--- src/rtl/sync_fifo.sv ---
// Single-clock FIFO with a STANDARD (registered read) or first-word-fall-through
// read port. Any depth >= 2; all status flags are registered from the next fill level.
module sync_fifo #(
  parameter int    FIFO_LEN       = 512,
  parameter int    DATA_WIDTH     = 8,
  parameter int    UPPER_TRESHOLD = 510,
  parameter int    LOWER_TRESHOLD = 10,
  parameter string READ_MODE      = "STANDARD",
  localparam int   LW             = $clog2(FIFO_LEN + 1)
) (
  input  logic                  clk,
  input  logic                  rst_n,
  input  logic                  clken,
  input  logic                  wr_en,
  input  logic [DATA_WIDTH-1:0] wr_data,
  output logic                  wr_full,
  output logic                  wr_upper,
  output logic                  overflow,
  input  logic                  rd_en,
  output logic [DATA_WIDTH-1:0] rd_data,
  output logic                  rd_dv,
  output logic                  rd_empty,
  output logic                  rd_lower,
  output logic                  underflow,
  output logic [LW-1:0]         level
);

  localparam int PW   = $clog2(FIFO_LEN);
  localparam bit FWFT = (READ_MODE == "FWFT");

  if (READ_MODE != "STANDARD" && READ_MODE != "FWFT") begin : g_bad_mode
    $error("sync_fifo: READ_MODE must be \"STANDARD\" or \"FWFT\"");
  end
  if (FIFO_LEN < 2) begin : g_bad_len
    $error("sync_fifo: FIFO_LEN must be >= 2");
  end

  logic [DATA_WIDTH-1:0] mem [FIFO_LEN];
  logic [PW-1:0]         wr_ptr, rd_ptr;
  logic                  wr_acc, rd_acc, ram_rd, dv_nxt;
  logic [LW-1:0]         level_nxt;

  function automatic logic [PW-1:0] ptr_inc(input logic [PW-1:0] p);
    return (p == PW'(FIFO_LEN - 1)) ? '0 : p + PW'(1);
  endfunction

  // In FWFT the presented word lives in the rd_data register and still counts
  // in level, so the RAM holds level - rd_dv words.
  always_comb begin
    wr_acc = wr_en && !wr_full;
    if (FWFT) begin
      rd_acc = rd_en && rd_dv;
      ram_rd = (level > LW'(rd_dv)) && (!rd_dv || rd_en);
      dv_nxt = ram_rd || (rd_dv && !rd_en);
    end else begin
      rd_acc = rd_en && !rd_empty;
      ram_rd = rd_acc;
      dv_nxt = rd_acc;
    end
    level_nxt = level;
    if (wr_acc && !rd_acc)      level_nxt = level + LW'(1);
    else if (rd_acc && !wr_acc) level_nxt = level - LW'(1);
  end

  always_ff @(posedge clk) begin
    if (!rst_n) begin
      wr_ptr    <= '0;
      rd_ptr    <= '0;
      level     <= '0;
      rd_data   <= '0;
      rd_dv     <= 1'b0;
      rd_empty  <= 1'b1;
      wr_full   <= 1'b0;
      wr_upper  <= (UPPER_TRESHOLD <= 0);
      rd_lower  <= 1'b1;
      overflow  <= 1'b0;
      underflow <= 1'b0;
    end else if (clken) begin
      if (wr_acc) wr_ptr <= ptr_inc(wr_ptr);
      if (ram_rd) begin
        rd_ptr  <= ptr_inc(rd_ptr);
        rd_data <= mem[rd_ptr];
      end
      rd_dv     <= dv_nxt;
      level     <= level_nxt;
      rd_empty  <= FWFT ? !dv_nxt : (level_nxt == '0);
      wr_full   <= (int'(level_nxt) == FIFO_LEN);
      wr_upper  <= (int'(level_nxt) >= UPPER_TRESHOLD);
      rd_lower  <= (int'(level_nxt) <= LOWER_TRESHOLD);
      overflow  <= wr_en && wr_full;
      underflow <= rd_en && !rd_acc;
    end
  end

  always_ff @(posedge clk) begin
    if (rst_n && clken && wr_acc) mem[wr_ptr] <= wr_data;
  end

endmodule

--- config.mk ---
export PLATFORM = sky130hd
export DESIGN_NAME = sync_fifo
export DESIGN_NICKNAME = d
export VERILOG_FILES = /design/src/rtl/sync_fifo.sv
export SDC_FILE = /design/constraint.sdc
export NUM_CORES = 2
export LEC_CHECK = 0
export ABC_AREA = 1
export CAP_MARGIN = 20
export CORE_MARGIN = 3
export CORE_UTILIZATION = 45
export CTS_CLUSTER_DIAMETER = 40
export DETAILED_ROUTE_END_ITERATION = 12
export PLACE_DENSITY_LB_ADDON = 0.25
export SLEW_MARGIN = 10
export SYNTH_ARGS = -nofsm -noshare
export SYNTH_HDL_FRONTEND = slang
export SYNTH_SLANG_ARGS = --single-unit
--- constraint.sdc ---
create_clock -name clk -period 2.6 [get_ports clk]
set_clock_uncertainty 0.15 [all_clocks]
set_input_delay 0.52 -clock clk [delete_from_list [all_inputs] [get_ports clk]]
set_output_delay 0.52 -clock clk [all_outputs]
set_load 0.01 [all_outputs]
==> results.sh <==
export IMPL_status="finished with violations"
export IMPL_violations="setup timing"
export IMPL_netlist_area_mm2=0.169
export IMPL_gp_congestion=0.900
export IMPL_report_final_slew_viol_count=0
export IMPL_via_per_inst=5.58
export IMPL_seq_area_frac_synth_pct=73.4
export IMPL_synth_nets=14400
export IMPL_cts_tree="yes"
export IMPL_die_area_mm2=0.382
export IMPL_htreeDepth=6
export IMPL_ys_ff_latch=4139
export IMPL_grt_max_degree=115
export IMPL_layout_drive_gt1_share_pct=18.8
export IMPL_hpwl_um=321000
export IMPL_dpl_worst_slack_ns=-0.936
export IMPL_total_power_mw=155
export IMPL_synthDistinctLibCells=36
export IMPL_cts_sinks=4139
export IMPL_rsz0062_at_grt="true"
export IMPL_tightest_slew_ns=0.837
export IMPL_setup_viol_count_final=10
export IMPL_grt_overflow=0
export IMPL_vdd_ir_drop_max_v=0.000680
export IMPL_synth_area_leaders="edfxtp_1 (73%), nand2_1 (11%), nand3_1 (10%)"
export IMPL_worstPathArrival_ns=3.69
export IMPL_mostFrequentLayoutCells="nand2_1 (4,863), edfxtp_1 (4,096), nand3_1 (3,119)"
export IMPL_max_slew_margin_pct=44.1
export IMPL_async_flop_share_pct=0
export IMPL_rows=224
export IMPL_port_buffers=37
export IMPL_powerDensity_mw_per_mm2=740
export IMPL_clk_pin_slew_ns=0.06
export IMPL_drv_cap=0
export IMPL_synthCells=14400
export IMPL_ys_warn_count=0
export IMPL_finalCritPeriodShare_pct=112
export IMPL_power_leakage_nw=77.3
export IMPL_hold_viol=0
export IMPL_synth_top_area_share_pct=72.9
export IMPL_wirelength_um=518000
export IMPL_setup_ws_ns=-0.323
export IMPL_avgSynthCellArea_um2=11.7
export IMPL_hold_path_class="in2reg"
export IMPL_firstDrtPassIters=8
export IMPL_drt_wirelength_per_cell_um=24.4
export IMPL_drc=0
export IMPL_clockRootBuffer="clkbuf_16"
export IMPL_antenna_found_initial=19
export IMPL_max_freq_ghz=0.342
export IMPL_period_minus_slack_ns=2.92
export IMPL_first_global_vias=114000
export IMPL_crit_path_max_fanout=19
export IMPL_ant_nets=0
export IMPL_insertion_delay_ns=1.04
export IMPL_cp_required_ns=3.36
export IMPL_cts_made_buffers=536
export IMPL_initial_core_util_pct=45.3
export IMPL_yosys_most_used_dff="edfxtp_1"
export IMPL_cp_start_kind="flop"
export IMPL_grt_pass1_wl_um=751000
export IMPL_nNetsFinal=15900
export IMPL_num_fill_cells=30300
export IMPL_crit_type="reg2reg"
export IMPL_die_x_um=618
export IMPL_yosys_area_top_type="edfxtp_1"
export IMPL_grt_usage_pct=26.3
export IMPL_cp_end_kind="flop"
export IMPL_clock_path_buffers=4
export IMPL_via_count=118000
export IMPL_synth_edf_count=4096
export IMPL_core_area_mm2=0.373
export IMPL_die_y_um=618
export IMPL_io_pins=38
export IMPL_syn_to_final_growth_pct=24.1
export IMPL_mostFrequentLayoutCell="nand2_1"
export IMPL_drt_iter0_drc=14300
==> Yosys cell counts (8+ instances only) <==
library cell,instances
a21oi_1,254
buf_4,103
ha_1,9
nand3_1,3389
o211ai_1,9
nor3_1,20
buf_1,102
nand2_1,4884
buf_6,75
edfxtp_1,4096
buf_2,530
inv_1,57
o21ai_0,19
xor2_1,8
nor2_1,565
dfxtp_1,43
o21a_1,8
clkbuf_1,160
==> cell families after synthesis <==
kind of cell             Yosys count  share of synthesized area, %
AND/OR/NAND/NOR                 8872                          22.3
flip-flops                      4139                          73.4
buffers and inverters           1035                          3.26
AO/OA/AOI/OAI                    307                         0.955
adder cells (fa/ha/maj)            9                        0.0667
XOR/XNOR                           8                        0.0415
multiplexers                       1                       0.00593
==> power breakdown <==
part | total, mW | switching, mW | internal, mW
Clock | 74.1 | 29.6 | 44.5
Sequential | 73.4 | 0.0359 | 73.3
Combinational | 7.44 | 5.05 | 2.39
==> registers in the layout, summed over array words and instances (netlist names) <==
signal / cells
rd_empty: 1
level: 10
wr_upper: 1
rd_lower: 1
mem: 4096
rd_data: 8
overflow: 1
wr_full: 1
underflow: 1
rd_dv: 1
wr_ptr: 9
rd_ptr: 9
==> routing by layer <==
layer | routed length (µm) | GRT usage [%] | vias to the layer above | share of wire, %
li1 | - | - | 53800 | -
met3 | 49100 | 4.65 | 1054 | 9.5
met1 | 208000 | 36.2 | 57800 | 40
met4 | 21500 | 10.4 | 6 | 4.1
met2 | 240000 | 41.7 | 5865 | 46
met5 | 40 | 0 | - | 0.0077
==> metrics by stage <==
step	cells	setup TNS, ns	hold WS [ns]	util, %	area (µm²)
finish	21200	-2.12	0.0889	56.2	209000
CTS	21200	-1.88	0.00628	55.6	207000
floorplan	14400	0	0.325	-	169000
global route	21200	-2.72	0.0944	56.2	209000
detailed placement	20200	-2616.59	0.310	50.4	188000
global placement	20200	-2541.42	0.304	50.4	188000
==> worst paths after layout <==
kind | cells after the start | slack, ns | from | end
setup / recovery | 17 | -0.32 | rd_ptr[0] | rd_data[5]
hold / removal | 3 | 0.09 | rd_en | underflow
setup reg to reg | 17 | -0.32 | rd_ptr[0] | rd_data[5]
hold reg to reg | 2 | 0.32 | rd_lower | rd_lower
==> what timing repair did <==
item	4_1_cts	5_1_grt
cloned	13	24
endpoints found under the setup margin	1243	168
hold buffers	9	0
gates resized for setup	203	290
pin swaps	7	68
buffers inserted	21	12
endpoints found under the hold margin	698	0
==> layout make-up <==
cell class              instances  area (µm²)  area share [%]
clock buffers                 594       13800            6.59
repair inverters                3        38.8          0.0185
clock inverters               374        4230            2.02
diodes                          3        7.51         0.00358
well taps                    4972        6220            2.97
repair buffers               1895       19600            9.35
flip-flops and latches       4139      124000            59.2
inverters                      65         320           0.153
multi-input cells            9197       41300            19.7
==> critical path: stages, from the launching register on <==
cell and delay, ns:
dfxtp_4 0.36, buf_4 0.15, buf_6 0.17, buf_12 0.18, buf_12 0.17, nand2_1 0.07
nand2_1 0.05, a21oi_1 0.19, nand3_1 0.22, nand3_1 0.25, nand3_2 0.16, nand3_2 0.13
buf_6 0.17, nand3_1 0.09, nand3_1 0.10, nand3_2 0.07, nand2_1 0.06, inv_1 0.03
No activity file was read; power rests on OpenSTA's default activity.
